==> config.mk <==
export PLATFORM = sky130hd
export DESIGN_NAME = array_shift_down
export DESIGN_NICKNAME = d
export VERILOG_FILES = /design/src/rtl/array_shift_down.sv
export SDC_FILE = /design/constraint.sdc
export NUM_CORES = 1
export LEC_CHECK = 0
export ABC_CLOCK_PERIOD_IN_PS = 3700
export CORE_UTILIZATION = 40
export DETAILED_ROUTE_END_ITERATION = 16
export GPL_TIMING_DRIVEN = 0
export PLACE_DENSITY = 0.65
export SLEW_MARGIN = 20
export SYNTH_ARGS = -nofsm -noshare
export SYNTH_HDL_FRONTEND = slang
export SYNTH_SLANG_ARGS = --single-unit
export TNS_END_PERCENT = 1
==> constraint.sdc <==
create_clock -name clock -period 3.7 [get_ports clock]
set_input_delay 0.925 -clock clock [delete_from_list [all_inputs] [get_ports clock]]
set_output_delay 0.925 -clock clock [all_outputs]
set_load 0.02 [all_outputs]
==> src/rtl/array_shift_down.sv <==
// array_shift_down: multi-cycle engine for the shiftDown array instruction.
// Removes the element at `index` of heap array `array`, moves every higher
// element down one slot and returns the removed value plus the new length.
// The heap is reached through one read port (1-cycle latency) and one write
// port; the MOV phase reads and writes different addresses in the same cycle.
//
// Optional build macro: ARRAY_SHIFT_DOWN_CLEAR_TAIL_EN
//   defined   -> a CLR state zeroes the vacated top slot before FIN
//   undefined -> no CLR state, the vacated slot keeps its old value
//
// Handshake: start is sampled only in IDLE. A request is accepted on the
// rising edge where state is IDLE and start=1; busy is high from the next
// cycle until and including the single-cycle done pulse. error, value and
// sizeOut/sizeWe are meaningful only while done=1. start seen while busy is
// dropped, never queued and never acknowledged.
module array_shift_down #(
  parameter int MemoryElementWidth = 12,
  parameter int NArea              = 4,
  parameter int NArrays            = 2,
  localparam int W                 = MemoryElementWidth
) (
  input  logic         clock,
  input  logic         reset,
  input  logic         start,
  input  logic [W-1:0] array,
  input  logic [W-1:0] index,
  input  logic [W-1:0] size,
  output logic         busy,
  output logic         done,
  output logic         error,
  output logic [W-1:0] value,
  output logic [W-1:0] sizeOut,
  output logic         sizeWe,
  output logic [W-1:0] memAddrR,
  output logic         memRe,
  input  logic [W-1:0] memRdata,
  output logic [W-1:0] memAddrW,
  output logic         memWe,
  output logic [W-1:0] memWdata,
  output logic [2:0]   dbg_state_o
);

  typedef enum logic [2:0] {
    S_IDLE = 3'd0,
    S_RDV  = 3'd1,
    S_CAP  = 3'd2,
    S_MOV  = 3'd3,
    S_CLR  = 3'd4,
    S_FIN  = 3'd5
  } state_e;

  localparam logic [W-1:0] NAREA_W   = W'(NArea);
  localparam logic [W-1:0] NARRAYS_W = W'(NArrays);

  state_e       state_q;
  logic [W-1:0] base_q;
  logic [W-1:0] ptr_q;
  logic [W-1:0] len_q;

  logic         busy_q;
  logic         done_q;
  logic         error_q;
  logic [W-1:0] value_q;
  logic [W-1:0] sizeOut_q;
  logic         sizeWe_q;
  logic [W-1:0] memAddrR_q;
  logic         memRe_q;
  logic [W-1:0] memAddrW_q;
  logic         memWe_q;

  // Helper arithmetic, all modulo 2^W.
  logic [W-1:0] base_d;
  logic [W-1:0] ptr_p1;
  logic [W-1:0] ptr_p2;
  logic [W-1:0] ptr_p3;
  logic [W-1:0] len_m1;
  logic         reject;
  logic         last_step;

  assign base_d = NAREA_W * array;
  assign ptr_p1 = ptr_q + W'(1);
  assign ptr_p2 = ptr_q + W'(2);
  assign ptr_p3 = ptr_q + W'(3);
  assign len_m1 = len_q - W'(1);
  assign reject = (array >= NARRAYS_W) || (size == '0) || (index >= size);

  // The copy/capture phase ends when no further element above ptr remains.
  assign last_step = ((state_q == S_CAP) && !(ptr_p1 < len_q)) ||
                     ((state_q == S_MOV) && !(ptr_p2 < len_q));

  // Main sequencer; every output below is registered for the state being entered.
  always_ff @(posedge clock or negedge reset) begin
    if (!reset) begin
      state_q    <= S_IDLE;
      base_q     <= '0;
      ptr_q      <= '0;
      len_q      <= '0;
      busy_q     <= 1'b0;
      done_q     <= 1'b0;
      error_q    <= 1'b0;
      value_q    <= '0;
      sizeOut_q  <= '0;
      sizeWe_q   <= 1'b0;
      memAddrR_q <= '0;
      memRe_q    <= 1'b0;
      memAddrW_q <= '0;
      memWe_q    <= 1'b0;
    end else begin
      done_q   <= 1'b0;
      error_q  <= 1'b0;
      sizeWe_q <= 1'b0;
      memRe_q  <= 1'b0;
      memWe_q  <= 1'b0;

      unique case (state_q)
        S_IDLE: begin
          if (start) begin
            base_q <= base_d;
            ptr_q  <= index;
            len_q  <= size;
            busy_q <= 1'b1;
            if (reject) begin
              state_q <= S_FIN;
              done_q  <= 1'b1;
              error_q <= 1'b1;
            end else begin
              state_q    <= S_RDV;
              memRe_q    <= 1'b1;
              memAddrR_q <= base_d + index;
            end
          end
        end
        S_RDV: begin
          // Prefetch the first element that has to move down.
          state_q    <= S_CAP;
          memRe_q    <= (ptr_p1 < len_q);
          memAddrR_q <= base_q + ptr_p1;
        end
        S_CAP: begin
          value_q <= memRdata;
          if (ptr_p1 < len_q) begin
            state_q    <= S_MOV;
            memWe_q    <= 1'b1;
            memAddrW_q <= base_q + ptr_q;
            memRe_q    <= (ptr_p2 < len_q);
            memAddrR_q <= base_q + ptr_p2;
          end
        end
        S_MOV: begin
          ptr_q <= ptr_p1;
          if (ptr_p2 < len_q) begin
            memWe_q    <= 1'b1;
            memAddrW_q <= base_q + ptr_p1;
            memRe_q    <= (ptr_p3 < len_q);
            memAddrR_q <= base_q + ptr_p3;
          end
        end
        S_CLR: begin
          state_q   <= S_FIN;
          done_q    <= 1'b1;
          sizeWe_q  <= 1'b1;
          sizeOut_q <= len_m1;
        end
        S_FIN: begin
          state_q <= S_IDLE;
          busy_q  <= 1'b0;
        end
        default: begin
          state_q <= S_IDLE;
          busy_q  <= 1'b0;
        end
      endcase

      if (last_step) begin
`ifdef ARRAY_SHIFT_DOWN_CLEAR_TAIL_EN
        state_q    <= S_CLR;
        memWe_q    <= 1'b1;
        memAddrW_q <= base_q + len_m1;
`else
        state_q   <= S_FIN;
        done_q    <= 1'b1;
        sizeWe_q  <= 1'b1;
        sizeOut_q <= len_m1;
`endif
      end
    end
  end

  // Write data is the word read one cycle earlier, so it passes straight from
  // the read port during MOV; every other state (including CLR) writes zero.
  always_comb begin
    memWdata = '0;
    if (state_q == S_MOV) memWdata = memRdata;
  end

  assign busy        = busy_q;
  assign done        = done_q;
  assign error       = error_q;
  assign value       = value_q;
  assign sizeOut     = sizeOut_q;
  assign sizeWe      = sizeWe_q;
  assign memAddrR    = memAddrR_q;
  assign memRe       = memRe_q;
  assign memAddrW    = memAddrW_q;
  assign memWe       = memWe_q;
  assign dbg_state_o = state_q;

endmodule
==> qor.csv, run 1 <==
metric,value,unit
status,"complete, no violations",
dp_hpwl,18.12,mm
core,0.01796,sq mm
synth-edff-count,0,
rsz0062_at_grt,true,
synth_seq_cells,91,
instances_no_fill,1210,
wl,22.95,mm
crit_path_end_kind,register,
maxCapViolCount,0,
final_common_cell,clkdlybuf4s50_1,
io_pins,120,
fin_ws,0.02936,ns
synth_cell_types,70,
grt_max_degree,53,
p_int,5.222,mW
clock-sinks,91,
final_hold_viol_count,0,
drc_errors,0,
overflow,0,
post-place-cells,1186,
numCtsBuffers,9,
async_flop_share,100.0,%
cts_max_level,3,
syn_to_final_growth,28.92,%
worst_pin_slew,0.7000,ns
design.die.area,0.01892,sq mm
dieHeight,137.6,um
period_share,99.21,%
reg2reg_from,ptr_q[7]$_DFFE_PN0P_,
grt_pass1_wl,35.19,mm
wl_per_cell,18.97,um
clock_latency,0.36,ns
place_ws,-0.7670,ns
cts-root-buf,clkbuf_16,
die_x,137.6,um
combPwrFrac,71.2,%
syn-num-nets,978,
viasPerCell,5.558,
cts_tree,done,
maxClockFrequency,272.4,MHz
maxSlewHeadroom,53.33,%
finalMaxSlewViolations,0,
gp_congestion,0.9428,
syn-cell-area,0.007351,sq mm
hp-class,in2async,
drt-pass1-iter-count,5,
worst-setup-path-type,reg2reg,
n_antenna_cell,0,
netSwitchingFraction,48.13,%
start_util,40.92,%
portBuffers,119,
ctsLongestPathBuffers,2,
avgSynthCellArea,8.782,sq um
finalSetupViolCount,0,
clkPwrFrac,9.5,%
ys_seq_area_share,30.98,%
power,10.07,mW
num_rows,49,
power.leakage,4.252,nW
finClkSkew,0.01145,ns
ys.flop_type,dfrtp_1,
grt_antenna_before_repair,0,
arrival,3.92,ns
ir_drop,397.4,uV
startpoint_type,register,
worst_ep_required_time,3.95,ns
clk_pin_slew,0.07,ns
min_period,3.671,ns
pwr-share-seq,19.2,%
cp_max_fo,6,
cp-startpoint,ptr_q[7]$_DFFE_PN0P_,
vias,6725,
layout_common_cells,"clkdlybuf4s50_1, nand2_1, dfrtp_1, ha_1, nor2_1",
grt_util_all_layers,25.33,%
grt_pass1_vias,6345,
switching_power,4.845,mW
nets,1117,
drt_iter0_drc,586,
drive_above_1_share,12.64,%
ant_nets,0,
yosysWarningCount,0,
power.density,1062,mW/mm^2
syn-instance-count,837,
## sequential cells by signal, indices dropped and copies added (netlist names), 3 cells and up
signal	count
base_q	10
len_q	12
dbg_state_o	3
memAddrW	12
sizeOut	12
ptr_q	12
value	12
memAddrR	12
## synthesized netlist by cell type (3+ instances only)
| master | count | area share (%) |
|---|---|---|
| nor3_1 | 10 | 0.68 |
| mux2_4 | 9 | 1.8 |
| o22ai_1 | 4 | 0.34 |
| xnor2_1 | 47 | 5.6 |
| or2_2 | 4 | 0.34 |
| o21ai_1 | 4 | 0.27 |
| a21oi_1 | 46 | 3.1 |
| nor2b_1 | 6 | 0.51 |
| a221oi_1 | 3 | 0.36 |
| o21a_1 | 9 | 0.92 |
| or3_1 | 5 | 0.43 |
| ha_1 | 86 | 15 |
| nand2_1 | 112 | 5.7 |
| nand3_1 | 19 | 1.3 |
| a32oi_1 | 3 | 0.36 |
| fa_1 | 4 | 1.1 |
| nand4_1 | 10 | 0.85 |
| inv_1 | 46 | 2.3 |
| nand2b_1 | 8 | 0.68 |
| nor2_1 | 66 | 3.4 |
| xor2_1 | 27 | 3.2 |
| buf_1 | 6 | 0.31 |
| a31oi_1 | 8 | 0.68 |
| and2_1 | 15 | 1.3 |
| and3_1 | 4 | 0.34 |
| dfrtp_1 | 91 | 31 |
| nor4_1 | 8 | 0.68 |
| o21ai_0 | 54 | 3.7 |
| a21o_1 | 18 | 1.8 |
| buf_6 | 3 | 0.46 |
| buf_2 | 10 | 0.68 |
| mux2_2 | 20 | 3.1 |
| a22oi_1 | 4 | 0.41 |
| o31ai_1 | 4 | 0.41 |
| clkbuf_1 | 14 | 0.71 |
| a211oi_1 | 4 | 0.41 |
| o211ai_1 | 7 | 0.71 |
## path summary, 6_finish.rpt
check / slack, ns / depth (start not counted) / endpoint
worst min register to register: 0.48 / 2 / memAddrW[10]$_DFFE_PN0P_
min in group clock: 0.48 / 2 / memAddrW[10]$_DFFE_PN0P_
max in group asynchronous: 2.64 / 2 / memAddrW[10]$_DFFE_PN0P_
worst max register to register: 0.03 / 14 / sizeOut[6]$_DFFE_PN0P_
worst min-delay path: 0.48 / 1 / len_q[3]$_DFFE_PN0P_
worst max-delay path: 0.03 / 14 / sizeOut[6]$_DFFE_PN0P_
## critical path, cell delays in order, from the launching register on
cell	delay (ns)
dfrtp_1	0.38
buf_4	0.18
nand4_1	0.24
or2_4	0.36
nor2_4	0.16
xor2_1	0.20
ha_1	0.31
and4_1	0.28
nor4b_2	0.18
o31ai_2	0.11
nand3_1	0.20
and2_4	0.21
a22oi_4	0.25
buf_4	0.18
mux2_2	0.32
## final cells by class
type | instances | area [sq um]
Fill cell | 1705 | 8487
Multi-Input combinational cell | 665 | 4905
Sequential cell | 91 | 2282
Timing Repair Buffer | 134 | 1325
Tap cell | 229 | 286.5
Clock buffer | 11 | 232.7
Buffer | 29 | 210.2
Inverter | 46 | 172.7
Clock inverter | 5 | 62.56
## cells by family (layout without fill, tap and decap cells)
kind of cell / count (synthesis) / count (layout) / synth area share, %
and+or+nand+nor: 276 / 276 / 17.28
AOI/OAI and AO/OA: 194 / 194 / 17.14
DFF: 91 / 91 / 30.98
adders and majority gates: 90 / 90 / 15.73
buffers and inverters: 81 / 225 / 4.885
xor gates and xnor gates: 74 / 74 / 8.817
muxes: 31 / 31 / 5.175
## power groups by stage
stage	Combinational (mW)	Clock (mW)	Sequential, mW
6_report	7.17	0.960	1.93
3_5_place_dp	6.74	0	1.89
5_1_grt	7.84	1.01	2.00
4_1_cts	6.91	0.965	1.92
3_3_place_gp	6.69	0	1.88
2_1_floorplan	4.30	0	2.16
## per-stage QoR
stage	utilization (%)	TNS, ns	area (sq um)	hold slack (ns)
floorplan	-	0	7351	0.4665
global placement	49.15	-201.11	8828	0.4725
detailed placement	49.31	-23.58	8857	0.4703
CTS	51.91	0	9324	0.4852
global route	52.75	-0.8407	9477	0.5037
finish	52.75	0	9477	0.4794
## timing repair
action | in CTS | in global routing
pin swaps | 7 | 9
hold buffers | 0 | 0
cloned | 0 | 0
setup endpoints to repair | 51 | 35
gates resized for setup | 31 | 33
setup buffers | 11 | 3
## per-layer routing
metal	global-route usage, %	up-vias	share of wire, %
met5	0	-	0
met4	9.280	0	2.7
met3	3.532	37	7.1
met2	39.22	303	44
met1	35.70	3154	46
li1	-	3231	-
No activity file was read; power rests on OpenSTA's default activity.
==> inputs of run 2 (changes only) <==
--- a/config.mk
+++ b/config.mk
@@ -10,6 +10,7 @@
 export DETAILED_ROUTE_END_ITERATION = 16
 export GPL_TIMING_DRIVEN = 0
 export PLACE_DENSITY = 0.65
+export SKIP_LAST_GASP = 1
 export SLEW_MARGIN = 20
 export SYNTH_ARGS = -nofsm -noshare
 export SYNTH_HDL_FRONTEND = slang
==> run 2 against run 1 <==
Effect of this change: via count decreased by 0.51%; clock power hardly changed; power is essentially flat; largest cell class unchanged; largest power group unchanged.
==> qor.csv, run 2 (synthesis results as in run 1) <==
metric,value,unit,change
status,"complete, no violations",,unchanged
design.die.area,0.01892,sq mm,unchanged
clock_latency,0.36,ns,about the same
ctsLongestPathBuffers,2,,unchanged
maxClockFrequency,273.7,MHz,was 272.4 MHz
grt_max_degree,53,,unchanged
portBuffers,119,,unchanged
min_period,3.654,ns,was 3.671 ns
ir_drop,395.7,uV,was 397.4 uV
period_share,98.76,%,was 99.21%
clock-sinks,91,,unchanged
finalMaxSlewViolations,0,,unchanged
layout_common_cells,"clkdlybuf4s50_1, nand2_1, dfrtp_1, ha_1, nor2_1",,unchanged
core,0.01796,sq mm,unchanged
overflow,0,,unchanged
finClkSkew,0.01097,ns,was 0.01145 ns
drc_errors,0,,unchanged
power.leakage,4.279,nW,was 4.252 nW
grt_pass1_wl,35.21,mm,was 35.19 mm
grt_pass1_vias,6355,,was 6345
gp_congestion,0.9428,,unchanged
final_hold_viol_count,0,,unchanged
grt_antenna_before_repair,0,,unchanged
dp_hpwl,18.12,mm,unchanged
grt_util_all_layers,25.34,%,was 25.33%
hp-class,in2async,,unchanged
rsz0062_at_grt,true,,unchanged
vias,6691,,was 6725
placed_area,0.008857,sq mm,unchanged
power.density,1060,mW/mm^2,was 1062 mW/mm^2
cts_tree,done,,unchanged
maxSlewHeadroom,55.17,%,was 53.33%
arrival,3.90,ns,was 3.92 ns
numCtsBuffers,9,,unchanged
viasPerCell,5.516,,was 5.558
clk_pin_slew,0.07,ns,about the same
drive_above_1_share,13.11,%,was 12.64%
start_util,40.92,%,unchanged
maxCapViolCount,0,,unchanged
crit_path_end_kind,register,,unchanged
startpoint_type,register,,unchanged
n_antenna_cell,0,,unchanged
nets,1120,,was 1117
postCtsHoldBufs,0,,unchanged
die_x,137.6,um,unchanged
final_common_cell,clkdlybuf4s50_1,,unchanged
stdcell_area,0.009503,sq mm,was 0.009477 sq mm
ant_nets,0,,unchanged
drt_iter0_drc,490,,was 586
worst-setup-path-type,reg2reg,,unchanged
finalSetupViolCount,0,,unchanged
cts-root-buf,clkbuf_16,,unchanged
worst_ep_required_time,3.95,ns,about the same
cp_max_fo,6,,unchanged
io_pins,120,,unchanged
dieHeight,137.6,um,unchanged
tns,0,ns,unchanged
num_rows,49,,unchanged
syn_to_final_growth,29.28,%,was 28.92%
drt-pass1-iter-count,6,,was 5
worst_pin_slew,0.6725,ns,was 0.7000 ns
cts_max_level,3,,unchanged
wl,23.03,mm,was 22.95 mm
wl_per_cell,18.99,um,was 18.97 um
## run 2: final timing paths
| path | cells after the start | slack (ns) | startpoint | end |
|---|---|---|---|---|
| max in group asynchronous | 2 | 2.64 | reset | memAddrW[10]$_DFFE_PN0P_ |
| setup / recovery | 14 | 0.05 | ptr_q[2]$_DFFE_PN0P_ | sizeOut[6]$_DFFE_PN0P_ |
| hold / removal | 1 | 0.48 | reset | len_q[4]$_DFFE_PN0P_ |
| setup reg to reg | 14 | 0.05 | ptr_q[2]$_DFFE_PN0P_ | sizeOut[6]$_DFFE_PN0P_ |
| hold reg to reg | 2 | 0.48 | memAddrW[10]$_DFFE_PN0P_ | memAddrW[10]$_DFFE_PN0P_ |
| min in group clock | 2 | 0.48 | memAddrW[10]$_DFFE_PN0P_ | memAddrW[10]$_DFFE_PN0P_ |
## run 2: stage by stage
stage	power, mW	utilization, %	setup WS (ns)	std cells	hold WS, ns
floorplan	6.456	-	0.2769	837	0.4665
global placement	8.573	49.15	-1.951	1185	0.4725
detailed placement	8.627	49.31	-0.7670	1186	0.4703
CTS	9.774	51.82	-0.04301	1208	0.4852
global route	10.86	52.90	-0.03058	1213	0.5037
finish	10.07	52.90	0.04594	1213	0.4790
## run 2: routing by layer
| metal | track usage (%) | share of wire [%] | vias up |
|---|---|---|---|
| li1 | - | - | 3227 |
| met4 | 9.707 | 3.1 | 0 |
| met3 | 3.716 | 7.7 | 44 |
| met5 | 0 | 0 | - |
| met2 | 39.00 | 44 | 299 |
| met1 | 35.63 | 46 | 3121 |
## run 2: power by group
group / internal [mW] / switching, mW / total [mW]
Sequential: 1.50 / 0.430 / 1.93
Combinational: 3.19 / 3.98 / 7.18
Clock: 0.529 / 0.433 / 0.962
## run 2: what timing repair did
action / CTS / global route
setup endpoints to repair: 51 / 38
cloned: 0 / 0
gates resized for setup: 27 / 41
buffers inserted: 11 / 6
pin swaps: 7 / 13
endpoints found under the hold margin: 0 / 0
## run 2: worst max-delay path: stages (launching register included)
cell	delay, ns
dfrtp_1	0.45
ha_4	0.21
nand4_1	0.28
buf_4	0.26
nor2_4	0.09
xor2_1	0.19
ha_1	0.31
and4_2	0.29
nor4b_2	0.17
o31ai_2	0.12
nand3_1	0.21
and2_4	0.22
a22oi_4	0.25
buf_4	0.18
mux2_2	0.32
## run 2: area by class of cell
| cell class | instances | area [sq um] |
|---|---|---|
| fillers | 1698 | 8461 |
| repair buffers | 137 | 1348 |
| flip-flops and latches | 91 | 2281 |
| clock buffers | 11 | 232.7 |
| inverters | 46 | 175.2 |
| plain buffers | 29 | 211.5 |
| multi-input cells | 665 | 4906 |
| well taps | 229 | 286.5 |
| clock inverters | 5 | 62.56 |
